### src/rtl/synth_voice_pkg.sv
// synth_voice_pkg
// Shared types and defaults for the synthesizer voice allocator.
//   voice_state_t : per-slot voice state (FREE / HELD / RELEASING)
//   alloc_state_t : allocator controller state (IDLE / SCAN / COMMIT)
//   DEFAULT_NOTE_W: default MIDI note / velocity width
package synth_voice_pkg;

    localparam int DEFAULT_NOTE_W = 7;

    typedef enum logic [1:0] {
        FREE      = 2'd0,
        HELD      = 2'd1,
        RELEASING = 2'd2
    } voice_state_t;

    typedef enum logic [1:0] {
        IDLE   = 2'd0,
        SCAN   = 2'd1,
        COMMIT = 2'd2
    } alloc_state_t;

endpackage

### src/rtl/voice_alloc_slot.sv
// voice_alloc_slot
// One voice slot: state, note, velocity, saturating age and trigger pulse.
// Ports:
//   clk, rst        : clock, asynchronous active-high reset
//   load            : assign this slot (goes HELD, loads note/vel, age 0, trig)
//   load_note/vel   : values loaded on load
//   release_req     : HELD -> RELEASING (note-off for this slot's note)
//   done            : envelope finished; RELEASING -> FREE
//   age_inc         : another slot was assigned; age this one if not FREE
//   state/note/vel/age/trig : slot outputs
module voice_alloc_slot
    import synth_voice_pkg::*;
#(
    parameter int NOTE_W = DEFAULT_NOTE_W,
    parameter int AGE_W  = 8
) (
    input  logic              clk,
    input  logic              rst,
    input  logic              load,
    input  logic [NOTE_W-1:0] load_note,
    input  logic [NOTE_W-1:0] load_vel,
    input  logic              release_req,
    input  logic              done,
    input  logic              age_inc,
    output voice_state_t      state,
    output logic [NOTE_W-1:0] note,
    output logic [NOTE_W-1:0] vel,
    output logic [AGE_W-1:0]  age,
    output logic              trig
);

    always_ff @(posedge clk or posedge rst) begin
        if (rst) begin
            state <= FREE;
            note  <= '0;
            vel   <= '0;
            age   <= '0;
            trig  <= 1'b0;
        end else begin
            trig <= load;
            // An assignment in the same cycle as a done pulse wins.
            if (load) begin
                state <= HELD;
                note  <= load_note;
                vel   <= load_vel;
                age   <= '0;
            end else if (done && state == RELEASING) begin
                state <= FREE;
                age   <= '0;
            end else begin
                if (release_req && state == HELD)
                    state <= RELEASING;
                if (age_inc && state != FREE && age != {AGE_W{1'b1}})
                    age <= age + 1'b1;
            end
        end
    end

endmodule

### src/rtl/voice_allocator.sv
// voice_allocator
// Polyphonic voice allocator. Accepts note-on/off events over valid/ready,
// scans the voice slots one per cycle, then commits the event in one cycle.
// Optional feature macro: VOICE_STEAL_EN (steal oldest RELEASING, else oldest
// HELD, slot when no match and no FREE slot exist; otherwise the note-on is
// dropped and ev_dropped pulses).
// Ports:
//   clk_clk, reset_reset       : clock, asynchronous active-high reset
//   ev_valid/ev_ready          : event handshake (ready only in IDLE)
//   ev_on, ev_note, ev_vel     : event payload (note-on vel 0 = note-off)
//   voice_done                 : per-voice envelope release finished
//   voice_gate/trig            : per-voice key-down / envelope start pulse
//   voice_note/vel             : per-voice packed note/velocity
//   ev_dropped                 : note-on discarded pulse
module voice_allocator
    import synth_voice_pkg::*;
#(
    parameter int NUM_VOICES = 8,
    parameter int NOTE_W     = DEFAULT_NOTE_W,
    parameter int AGE_W      = 8
) (
    input  logic                         clk_clk,
    input  logic                         reset_reset,
    input  logic                         ev_valid,
    output logic                         ev_ready,
    input  logic                         ev_on,
    input  logic [NOTE_W-1:0]            ev_note,
    input  logic [NOTE_W-1:0]            ev_vel,
    input  logic [NUM_VOICES-1:0]        voice_done,
    output logic [NUM_VOICES-1:0]        voice_gate,
    output logic [NUM_VOICES-1:0]        voice_trig,
    output logic [NUM_VOICES*NOTE_W-1:0] voice_note,
    output logic [NUM_VOICES*NOTE_W-1:0] voice_vel,
    output logic                         ev_dropped
);

    localparam int IDX_W = (NUM_VOICES > 1) ? $clog2(NUM_VOICES) : 1;

`ifdef VOICE_STEAL_EN
    localparam bit STEAL_EN = 1'b1;
`else
    localparam bit STEAL_EN = 1'b0;
`endif

    alloc_state_t state, next_state;

    logic              ev_on_q;
    logic [NOTE_W-1:0] ev_note_q;
    logic [NOTE_W-1:0] ev_vel_q;
    logic [IDX_W-1:0]  scan_idx;

    logic              match_found, free_found, rel_found, held_found;
    logic [IDX_W-1:0]  match_idx, free_idx, rel_idx, held_idx;
    logic [AGE_W-1:0]  rel_age, held_age;

    voice_state_t      slot_state [NUM_VOICES];
    logic [NOTE_W-1:0] slot_note  [NUM_VOICES];
    logic [NOTE_W-1:0] slot_vel   [NUM_VOICES];
    logic [AGE_W-1:0]  slot_age   [NUM_VOICES];
    logic [NUM_VOICES-1:0] slot_trig;

    logic                  do_load, drop;
    logic [IDX_W-1:0]      target;
    logic [NUM_VOICES-1:0] load_vec, release_vec;

    logic scan_last;
    assign scan_last = (scan_idx == IDX_W'(NUM_VOICES - 1));
    assign ev_ready  = (state == IDLE);

    // Controller state register
    always_ff @(posedge clk_clk or posedge reset_reset) begin
        if (reset_reset)
            state <= IDLE;
        else
            state <= next_state;
    end

    always_comb begin
        next_state = state;
        case (state)
            IDLE:    if (ev_valid) next_state = SCAN;
            SCAN:    if (scan_last) next_state = COMMIT;
            COMMIT:  next_state = IDLE;
            default: next_state = IDLE;
        endcase
    end

    // Event latch and candidate tracking over the scan
    always_ff @(posedge clk_clk or posedge reset_reset) begin
        if (reset_reset) begin
            ev_on_q     <= 1'b0;
            ev_note_q   <= '0;
            ev_vel_q    <= '0;
            scan_idx    <= '0;
            match_found <= 1'b0;
            free_found  <= 1'b0;
            rel_found   <= 1'b0;
            held_found  <= 1'b0;
            match_idx   <= '0;
            free_idx    <= '0;
            rel_idx     <= '0;
            held_idx    <= '0;
            rel_age     <= '0;
            held_age    <= '0;
            ev_dropped  <= 1'b0;
        end else begin
            ev_dropped <= (state == COMMIT) && drop;
            if (state == IDLE && ev_valid) begin
                // Zero velocity on a note-on is a note-off.
                ev_on_q     <= ev_on && (ev_vel != '0);
                ev_note_q   <= ev_note;
                ev_vel_q    <= ev_vel;
                scan_idx    <= '0;
                match_found <= 1'b0;
                free_found  <= 1'b0;
                rel_found   <= 1'b0;
                held_found  <= 1'b0;
            end else if (state == SCAN) begin
                if (!match_found && slot_state[scan_idx] != FREE &&
                    slot_note[scan_idx] == ev_note_q) begin
                    match_found <= 1'b1;
                    match_idx   <= scan_idx;
                end
                if (!free_found && slot_state[scan_idx] == FREE) begin
                    free_found <= 1'b1;
                    free_idx   <= scan_idx;
                end
                // Strictly-greater keeps the lowest index on age ties.
                if (slot_state[scan_idx] == RELEASING &&
                    (!rel_found || slot_age[scan_idx] > rel_age)) begin
                    rel_found <= 1'b1;
                    rel_idx   <= scan_idx;
                    rel_age   <= slot_age[scan_idx];
                end
                if (slot_state[scan_idx] == HELD &&
                    (!held_found || slot_age[scan_idx] > held_age)) begin
                    held_found <= 1'b1;
                    held_idx   <= scan_idx;
                    held_age   <= slot_age[scan_idx];
                end
                scan_idx <= scan_idx + 1'b1;
            end
        end
    end

    // Commit decision
    always_comb begin
        do_load     = 1'b0;
        drop        = 1'b0;
        target      = '0;
        release_vec = '0;
        if (state == COMMIT) begin
            if (ev_on_q) begin
                if (match_found) begin
                    do_load = 1'b1;
                    target  = match_idx;
                end else if (free_found) begin
                    do_load = 1'b1;
                    target  = free_idx;
                end else if (STEAL_EN && rel_found) begin
                    do_load = 1'b1;
                    target  = rel_idx;
                end else if (STEAL_EN && held_found) begin
                    do_load = 1'b1;
                    target  = held_idx;
                end else begin
                    drop = 1'b1;
                end
            end else begin
                for (int i = 0; i < NUM_VOICES; i++)
                    release_vec[i] = (slot_note[i] == ev_note_q);
            end
        end
        for (int i = 0; i < NUM_VOICES; i++)
            load_vec[i] = do_load && (target == IDX_W'(i));
    end

    for (genvar g = 0; g < NUM_VOICES; g++) begin : g_slot
        voice_alloc_slot #(
            .NOTE_W (NOTE_W),
            .AGE_W  (AGE_W)
        ) u_slot (
            .clk         (clk_clk),
            .rst         (reset_reset),
            .load        (load_vec[g]),
            .load_note   (ev_note_q),
            .load_vel    (ev_vel_q),
            .release_req (release_vec[g]),
            .done        (voice_done[g]),
            .age_inc     (do_load),
            .state       (slot_state[g]),
            .note        (slot_note[g]),
            .vel         (slot_vel[g]),
            .age         (slot_age[g]),
            .trig        (slot_trig[g])
        );

        assign voice_gate[g] = (slot_state[g] == HELD);
        assign voice_trig[g] = slot_trig[g];
        assign voice_note[g*NOTE_W +: NOTE_W] = slot_note[g];
        assign voice_vel[g*NOTE_W +: NOTE_W]  = slot_vel[g];
    end

endmodule

### config.mk
export PLATFORM = sky130hd
export DESIGN_NAME = voice_allocator
export DESIGN_NICKNAME = d
export VERILOG_FILES = /design/src/rtl/synth_voice_pkg.sv /design/src/rtl/voice_alloc_slot.sv /design/src/rtl/voice_allocator.sv
export SDC_FILE = /design/constraint.sdc
export NUM_CORES = 1
export LEC_CHECK = 0
export ABC_AREA = 1
export BUFFER_PORTS_ARGS = -buffer_cell sky130_fd_sc_hd__buf_4
export CAP_MARGIN = 10
export CORE_MARGIN = 1.5
export CORE_UTILIZATION = 55
export CTS_CLUSTER_SIZE = 16
export DETAILED_ROUTE_END_ITERATION = 10
export HOLD_SLACK_MARGIN = 0.02
export PLACE_DENSITY = 0.8
export SETUP_SLACK_MARGIN = 0.2
export SYNTH_ARGS = -nofsm -noshare
export SYNTH_HDL_FRONTEND = slang
export SYNTH_SLANG_ARGS = --single-unit
### constraint.sdc
create_clock -name clk_clk -period 6.6 [get_ports clk_clk]
set_input_delay 0.99 -clock clk_clk [delete_from_list [all_inputs] [get_ports clk_clk]]
set_output_delay 0.99 -clock clk_clk [all_outputs]
set_load 0.01 [all_outputs]
* Yosys cells after proc, flatten, opt, wreduce, memory -nomap -nowiden
Cells that the tools add are included.
** Cells by class
- $add $sub $neg :: 1
- $mul :: 0
- Divide/modulo/power cells :: 0
- $lt $le $gt $ge :: 1
- Equal/unequal tests :: 37
- Shift operators :: 0
- Multiplexer cells :: 55
- Bitwise operators :: 2
- Reductions and logical operators :: 53
** Operators by type and width (number)
- equality test 7 bit :: 9
- two-way mux 2 bit :: 28
- logical AND 1 bit :: 30
- nonzero test 3 bit :: 8
- binary-select mux 7 bit (select 3 bit) :: 1
- equality test 2 x 1 -> 1 bit, second input constant :: 9
- equality test 2 bit, second input constant :: 9
- two-way mux 3 bit :: 6
- two-way mux 8 bit :: 2
- equality test 3 bit, second input constant :: 5
- two-way mux 1 bit :: 14
- two-way mux 7 bit :: 2
- nonzero test 2 bit :: 4
- nonzero test 7 bit :: 1
- binary-select mux 2 bit (select 3 bit) :: 1
- equality test 3 x 2 -> 1 bit, second input constant :: 2
- AND reduction 2 bit :: 3
- AND reduction 3 bit :: 2
- greater-or-equal comparator 4 bit, second input constant :: 1
- zero test 2 bit :: 2
- inequality test 2 bit, second input constant :: 2
- inverter 3 -> 4 bit :: 1
- case mux 2 bit (2 select lines) :: 1
- adder 3 x 1 -> 3 bit, second input constant :: 1
- other kinds (4) :: 5
** Word-level totals
- Register bits after elaboration :: 165
- Bits in latches :: 0
- RAM bits :: 0
- Bits in read-only memories :: 0
- Input port bits :: 26
- Output and inout port bits :: 130
- Word-level logic and storage cells :: 191
- Memories kept :: 0

* Longest topological paths before layout
Gate-level depths: netlist of the first run.
- Depth in word-level cells :: 10
- Mapped depth :: 14
- Gate-level depth less buffers :: 13

* By module
Synthesis of the first run repeated with hierarchy kept, for this count alone.
** Second synthesis, totals
- Cells, all modules :: 1593
- Area total of the unflattened synthesis :: 12245.5 um2
** By module, submodules not included
- voice_alloc_slot :: times used 8, cells an instance 143, area each 1173.6 um2, sequential area each 625.6 um2
- voice_allocator :: times used 1, cells an instance 449, area each 2856.5 um2, sequential area each 725.7 um2

* Worst setup path before layout of the first run
No wires, ideal clock.
- Path kind :: input to register
- Start point :: input ev_valid
- End point :: register ev_vel_q[0]
- Setup time :: 0.131 ns
- Arrival :: 1.670 ns
- Data required time :: 6.469 ns
- Slack :: 4.799 ns
- Stages on the path :: 5
- Buffers on the path :: 1
- Cell sequence :: nand2_1 clkinv_1 clkbuf_1 nand2_1 o21ai_0
** Between the ends
- Cells in the longest elaborated chain, start to end :: 1
** Ends and longest elaborated chain
- start, declared :: RTL line voice_allocator.sv:24 : input logic ev_valid,
- logical AND 1 bit :: RTL line voice_allocator.sv:108 : if (state == IDLE && ev_valid) begin
- end signal, assigned :: RTL line voice_allocator.sv:112 : ev_vel_q <= ev_vel;
- end, declared :: RTL line voice_allocator.sv:49 : logic [NOTE_W-1:0] ev_vel_q;
Every way passes these cells.
A chain may end at the register's enable or synchronous reset.

* Final worst setup path of the first run
- Start point :: register ev_note_q[0]
- End point :: register g_slot[3].u_slot.state[0]
** Between the ends
- Cells in the longest elaborated chain, start to end :: 5
** Ends and longest elaborated chain
- start, declared :: RTL line voice_allocator.sv:48 : logic [NOTE_W-1:0] ev_note_q;
- start signal, assigned :: RTL line voice_allocator.sv:111 : ev_note_q <= ev_note;
- equality test 7 bit :: RTL line voice_allocator.sv:171 : release_vec[i] = (slot_note[i] == ev_note_q);
- two-way mux 8 bit :: RTL line voice_allocator.sv:153 : if (ev_on_q) begin
- two-way mux 8 bit :: RTL line voice_allocator.sv:152 : if (state == COMMIT) begin
- logical AND 1 bit :: RTL line voice_alloc_slot.sv:51 : if (release_req && state == HELD)
- nonzero test 3 bit (no source line)
- end signal, assigned :: RTL line voice_alloc_slot.sv:43 : state <= HELD;
- end signal, assigned :: RTL line voice_alloc_slot.sv:48 : state <= FREE;
- end signal, assigned :: RTL line voice_alloc_slot.sv:52 : state <= RELEASING;
- end, declared :: RTL line voice_alloc_slot.sv:25 : output voice_state_t state,
Every way passes these cells.

==> results.md, run 1 <==
* Setup slack, reg-to-reg at 4130 ps
* Die Footprint at 15,100 sq um
* Setup Crit Path Kind: register to register
* Fraction of layout cells with a size suffix above 1 at 19.3%
* Fin nets at 1,124
* Tmin final at 2470 ps
* Post-DP Area at 9000 sq um
* Die Height at 123 um
* Cells after Synth at 974
* Detail-routed net length per standard cell at 17.3 um
* CTS buffer count at 17
* Htree depth at 4
* Hold crit path type: register to register
* RSZ-0062 raised after global routing: no
* PwrDens at 359 nW/um^2
* Bufs on Longest Clock Path at 2
* Seq/Total Area, Yosys at 52.1%
* Post-synthesis area per instance at 8.14 sq um
* WP data arrival at 2720 ps
* GRT Resource Usage Total at 30.8%
* Antenna Nets Post-Route at 0
* CTS tree: done
* Setup violations, final at 0
* DP HPWL at 15,500 um
* Worst Tran Pin Value at 1110 ps
* WP data required at 6850 ps
* Worst Hold End: ev_dropped
* Area grow syn2layout at 20.3%
* Post-route DRC violation count at 0
* R2R depth at 9
* Final Cycle Share at 37.5%
* Largest delay contributor family on the critical path: simple AND/OR/NAND/NOR gates
* Setup_tns at 0 ps
* First-pass GRT wire length at 35,300 um
* Design Area, Final at 9540 sq um
* CORE AREA at 14,000 sq um
* Antenna diode count at 0
* 1st-iter DRT viols at 698
* Synth unique cells at 35
* Routability-driven placement congestion ratio at 0.897
* Vias per cell at 5.51
* Max-cap violations at 0
* Starting Density at 56.7%
* Reg clk slew, reported paths at 60 ps
* Hold_sp: free_found
* CP max stage cell: dfrtp_1
* Post-Syn Area at 7930 sq um
* Max stage delay on crit path at 760 ps
* Critical path origin: ev_note_q[0]
* Buf+Inv Stages, Crit Path at 1
* Worst-Skew Late Latency at 430 ps
* Max IR drop VDD at 216 uV
* Reg-to-reg critical path endpoint: g_slot[3].u_slot.state[0]
* Chip width at 123 um
* CTS root buf: clkbuf_16
* Crit-path max FO at 18
* Initial antenna violation count at 0
* Grt total ovfl at 0
* Port bufs at 155
* Quantity of hold-fixing buffers added after cts at 0
* DR vias at 7,100
* Synthesis Warnings at 0
* Slew Limit Fails at 0
* Slew HR at 26.2%
* Min-Delay Path Depth at 1
* Final hold vios at 0
* Site row count at 43
* CTS resizes at 0
* Post-CTS Setup Inserts at 0
* Boundary Pins at 156
* Syn_nets at 1,002
* Status: completed
* Vias in the first global route at 6,760
* Leak Pwr at 4.81 nW
* WL final at 22,300 um
* Worst r2r src: ev_note_q[0]
* Crit path cell chain: clkinv_1 > nand2_1 > nand2_1 > nor2_1 > nand4_1 > nor3_1 > nand3_1 > nand3_1 > o21ai_0
* FF+latch count, synth at 165
* Largest net degree at the start of global routing at 103
* Clock Skew at 8.62 ps
* Setup crit end kind: register
* DRT Pass-1 Iters at 6
* Fillers at 1,168
* Clk sinks at 165
* Max Fclk at 404 MHz
* Startpoint types: register
==> stage by stage <==
stage               cells  hold WS [ps]  total power [mW]  utilization, %  setup slack (ps)
detailed placement   1257           444              2.49            64.3              3940
CTS                  1289           449              3.41            68.2              4190
global route         1289           450              3.63            68.2              3810
finish               1289           454              3.42            68.2              4130
global placement     1257           455              2.46            64.3              3960
floorplan             974           410              2.14               -              1150
==> cells in the final DEF (no fill, tap or decap), types with 14 or more instances in the layout <==
cell,count
a21oi_1,14
buf_4,158
clkbuf_16,17
dfrtp_1,165
inv_1,105
nand2_1,293
nand3_1,82
nand4_1,15
nor2_1,30
o21ai_0,98
o21ai_1,47
xnor2_1,19
==> cell families (layout without fill, tap and decap cells) <==
kind of cell | Yosys count | in the layout | share of synthesized area, %
and+or+nand+nor | 440 | 440 | 23.7
DFF | 165 | 165 | 52.1
adders and majority gates | 2 | 2 | 0.316
xor gates and xnor gates | 23 | 23 | 2.54
AOI/OAI and AO/OA | 171 | 171 | 11.4
buffers and inverters | 173 | 308 | 9.97
==> layer usage <==
layer / GRT usage [%] / part of all wire [%]
met5: 0 / 0
met4: 9.84 / 2.5
met3: 7.93 / 8.9
met2: 49.4 / 47
met1: 41.3 / 42
==> synth_stat cells <==
cell,number,area [sq um]
nand2_1,293,1100
dfrtp_1,165,4130
inv_1,106,398
o21ai_0,98,490
nand3_1,82,410
o21ai_1,47,235
nor2_1,30,113
buf_2,20,100
xnor2_1,19,166
nand4_1,15,93.8
a21oi_1,14,70.1
buf_4,12,90.1
clkbuf_1,10,37.5
buf_6,9,101
inv_2,8,30.0
nor2_4,7,78.8
nor3_1,5,25.0
o22ai_1,4,25.0
xor2_1,4,35.0
buf_1,3,11.3
clkinv_1,3,11.3
nor2_2,3,18.8
ha_1,2,25.0
nand2_4,2,22.5
nor4_1,2,12.5
o2111ai_1,2,17.5
a211oi_1,1,7.51
a21oi_4,1,16.3
a22o_1,1,8.76
a22oi_2,1,12.5
clkbuf_2,1,5.00
inv_4,1,6.26
o211a_1,1,10.0
o211ai_1,1,7.51
or2_2,1,6.26
==> final cells by class <==
cell class                      count  area [sq um]  share of cell area [%]
Inverter                          118           450                    4.72
Sequential cell                   165          4130                    43.3
Tap cell                          180           225                    2.36
Clock buffer                       18           429                    4.50
Multi-Input combinational cell    636          3010                    31.5
Timing Repair Buffer              158          1190                    12.4
Clock inverter                     14           113                    1.18
==> worst max-delay path by stage <==
stage,slack (ps),to,cells after the start
after floorplan,1150,ev_dropped,1
after global placement,3960,g_slot[5].u_slot.trig,3
after detailed placement,3940,g_slot[5].u_slot.vel[5],3
after CTS,4190,match_found,11
after global routing,3810,match_found,11
final,4130,g_slot[3].u_slot.state[0],9
==> flip-flops by register name (all words and copies together), names as in the netlist <==
register	cells
ev_note_q	7
free_idx	3
free_found	1
g_slot.u_slot.note	56
match_idx	3
scan_idx	3
state	2
ev_vel_q	7
ev_dropped	1
match_found	1
ev_on_q	1
g_slot.u_slot.state	16
g_slot.u_slot.vel	56
g_slot.u_slot.trig	8
==> worst reg2reg max path, delay by kind of cell, from the launching register on <==
family	cells	cell delay [ps]
AOI/OAI and AO/OA	1	100
buffers and inverters	1	520
DFF	1	760
and+or+nand+nor	7	910
==> power by group <==
group / internal (mW) / switching (mW) / leakage (nW)
combinational: 0.386 / 0.736 / 2.35
clock: 0.490 / 0.431 / 0.257
sequential: 1.14 / 0.232 / 2.20
Power figures use the tool's default switching activity.
==> run 2, diff against run 1 <==
--- a/config.mk
+++ b/config.mk
@@ -9,11 +9,11 @@
 export BUFFER_PORTS_ARGS = -buffer_cell sky130_fd_sc_hd__buf_4
 export CAP_MARGIN = 10
 export CORE_MARGIN = 1.5
-export CORE_UTILIZATION = 55
+export CORE_UTILIZATION = 50
 export CTS_CLUSTER_SIZE = 16
 export DETAILED_ROUTE_END_ITERATION = 10
 export HOLD_SLACK_MARGIN = 0.02
-export PLACE_DENSITY = 0.8
+export PLACE_DENSITY = 0.76
 export SETUP_SLACK_MARGIN = 0.2
 export SYNTH_ARGS = -nofsm -noshare
 export SYNTH_HDL_FRONTEND = slang
==> constraint.sdc (replaced) <==
create_clock -name clk_clk -period 2.1 [get_ports clk_clk]
set_input_delay 0.315 -clock clk_clk [delete_from_list [all_inputs] [get_ports clk_clk]]
set_output_delay 0.315 -clock clk_clk [all_outputs]
set_load 0.01 [all_outputs]
==> run 2 against run 1 <==
Effect of this change: setup slack worse by 3800 ps; core utilization decreased by 3.3 points; global-route usage shrank 2.5 points; via count increased by 0.62%; clock power grew to 3.3 times the previous value; total power rose to 3.3 times the previous value; design area is 4.2% higher; largest cell class unchanged; clock skew about the same; sequential share of layout area fell by 1.7 points; final cell count increased by 4.6%; sequential power rose to 2.9 times the previous value.
==> results.md, run 2 (same netlist as run 1, synthesis figures left out) <==
* WP data arrival at 2100 ps (-620 ps)
* Boundary Pins at 156 (unchanged)
* Starting Density at 51.8% (-4.9 points)
* Hold crit path type: input pin to register
* Worst r2r src: ev_note_q[0]
* Non-filler cells in the finished layout at 1,348 (+4.6%)
* Leak Pwr at 4.99 nW (+3.8%)
* Final Cycle Share at 85.4% (+48 points)
* Slew Limit Fails at 0 (unchanged)
* Port bufs at 155 (unchanged)
* Most frequent cells in the layout: nand2_1 (291), buf_4 (177), dfrtp_1 (164), inv_1 (104), o21ai_0 (98)
* Clock Power Share at 27.1% (+0.2 points)
* WL final at 22,700 um (+1.9%)
* Chip width at 129 um (+4.8%)
* R2R depth at 9 (unchanged)
* Reg-to-reg critical path endpoint: g_slot[1].u_slot.state[0]
* CTS root buf: clkbuf_16
* Min Hold Slack at 87.3 ps (-367 ps)
* Fin nets at 1,152 (+2.5%)
* Setup slack, reg-to-reg at 310 ps (-3820 ps)
* 1st-iter DRT viols at 511 (-27%)
* CORE AREA at 15,300 sq um (+9.5%)
* Grt total ovfl at 0 (unchanged)
* Worst Hold End: ev_note_q[4]
* Status: completed
* Wire length on met2 at 10,700 um (+2.5%)
* Setup WS post-layout at 307 ps (-3820 ps)
* Worst-Skew Late Latency at 440 ps (about the same)
* Max-cap violations at 0 (unchanged)
* Reg clk slew, reported paths at 70 ps (about the same)
* GRT Resource Usage Total at 28.4% (-2.5 points)
* Htree depth at 4 (unchanged)
* Vias per cell at 5.30 (-3.8%)
* Hold_sp: ev_note[4]
* Worst Tran Pin Value at 542 ps (-564 ps)
* Post-route DRC violation count at 0 (unchanged)
* Comb pwr share at 37.0% (+4.2 points)
* Sequential Power Share at 35.9% (-4.4 points)
* PwrDens at 1130 nW/um^2 (+210%)
* First-pass GRT wire length at 35,700 um (+1.1%)
* Sw Ratio at 40.7% (-0.19 points)
* Die Height at 129 um (+4.8%)
* Vias in the first global route at 6,665 (-1.4%)
* Site row count at 45 (+4.7%)
* Slew HR at 63.8% (+38 points)
* Post-layout power at 11.2 mW (+230%)
* Setup Crit Path Kind: register to register
* CTS buffer count at 17 (unchanged)
* RSZ-0062 raised after global routing: yes
* DRT Pass-1 Iters at 6 (unchanged)
* DR vias at 7,144 (+0.62%)
* Clk sinks at 165 (unchanged)
* Bufs on Longest Clock Path at 2 (unchanged)
* Startpoint types: register
* Die Footprint at 16,600 sq um (+9.8%)
* DP HPWL at 16,400 um (+5.9%)
* Area grow syn2layout at 25.4%
* Met1 Routed Length at 9550 um (+2.8%)
* Net Sw Power at 4.56 mW (+230%)
* Placed cells at 1,313 (+4.5%)
* Commonest non-fill, non-tap cell in the layout: nand2_1
* Top flop regs: g_slot.u_slot.note x56, g_slot.u_slot.vel x56, g_slot.u_slot.state x16
* Antenna diode count at 0 (unchanged)
* Final Util at 64.9% (-3.3 points)
* Tmin final at 1790 ps (-680 ps)
* Met3 Wirelength at 1860 um (-6.1%)
* Initial antenna violation count at 0 (unchanged)
* Antenna Nets Post-Route at 0 (unchanged)
* Routability-driven placement congestion ratio at 0.961 (+7.1%)
* Crit-path max FO at 10 (-8)
* Setup crit end kind: register
* WP data required at 2410 ps (-4440 ps)
* Cell Int Power at 6.63 mW (+230%)
* Max Fclk at 558 MHz (+38%)
* Highest routed layer: met4
* Min-Delay Path Depth at 3 (+2)
* Largest net degree at the start of global routing at 103 (unchanged)
* Fillers at 1,312 (+12%)
* Max IR drop VDD at 823 uV (+280%)
* Clock Skew at 8.60 ps (-0.0251 ps)
* Post-place setup slack at 244 ps (-3690 ps)
* Final hold vios at 0 (unchanged)
* CTS tree: done
* Detail-routed net length per standard cell at 16.8 um (-2.6%)
* Fraction of layout cells with a size suffix above 1 at 22.0% (+2.7 points)
* Setup violations, final at 0 (unchanged)
## run 2: changes by cell type in the layout (fill, tap and decap cells not counted), sizes merged
cell	delta
buf	+27
clkbuf	-1
dlygate4sd3	+1
inv	+1
## run 2: power groups by stage
| stage | Sequential [mW] | Combinational (mW) | Clock [mW] |
|---|---|---|---|
| 2_1_floorplan | 3.90 | 2.81 | 0 |
| 3_3_place_gp | 4.04 | 3.95 | 0 |
| 3_5_place_dp | 4.05 | 4.00 | 0 |
| 4_1_cts | 4.00 | 4.03 | 3.07 |
| 5_1_grt | 4.07 | 4.57 | 3.20 |
| 6_report | 4.02 | 4.14 | 3.03 |
## run 2: layout make-up
type | count | area (sq um) | share of cell area [%]
clock buffers | 17 | 425 | 4.28
clock inverters | 15 | 151 | 1.52
inverters | 118 | 468 | 4.71
multi-input cells | 636 | 3030 | 30.5
flip-flops and latches | 165 | 4130 | 41.5
well taps | 211 | 264 | 2.66
repair buffers | 186 | 1470 | 14.8
## run 2: worst max-delay path by stage
stage                                      to  cells past startpoint  slack [ps]         start
floorplan                          ev_dropped                      1        -310   reset_reset
global placement    g_slot[1].u_slot.state[0]                      9         280  ev_note_q[0]
detailed placement    g_slot[7].u_slot.vel[1]                      9         240       ev_on_q
CTS                              match_idx[1]                     13         230   scan_idx[0]
global route                     match_idx[1]                     13         170   scan_idx[0]
finish              g_slot[1].u_slot.state[0]                      9         310  ev_note_q[0]
## run 2: metal layers
metal | GRT usage [%] | vias to the layer above
met1 | 37.4 | 3413
li1 | - | 3400
met5 | 0 | -
met3 | 8.19 | 38
met4 | 10.8 | 0
met2 | 44.6 | 293
## run 2: critical path, cell delays in order (launching register included)
cell        delay, ps
dfrtp_1           390
clkinvlp_4        220
nand2_1           110
nand2_1            50
nor2_1            100
nand4_1           170
nor3_1            300
nand3_1           140
nand3_1           110
o21ai_0            80
## run 2: stage by stage
stage	area (sq um)	TNS, ps
2_1_floorplan	7930	-51770
3_3_place_gp	9290	0
3_5_place_dp	9290	0
4_1_cts	9870	0
5_1_grt	9940	0
6_report	9940	0
## run 2: what timing repair did
item / 4_1_cts / 5_1_grt
buffers inserted: 0 / 2
endpoints found under the setup margin: 0 / 30
hold buffers: 1 / 0
resized for setup: 0 / 24
hold endpoints to repair: 4 / 0
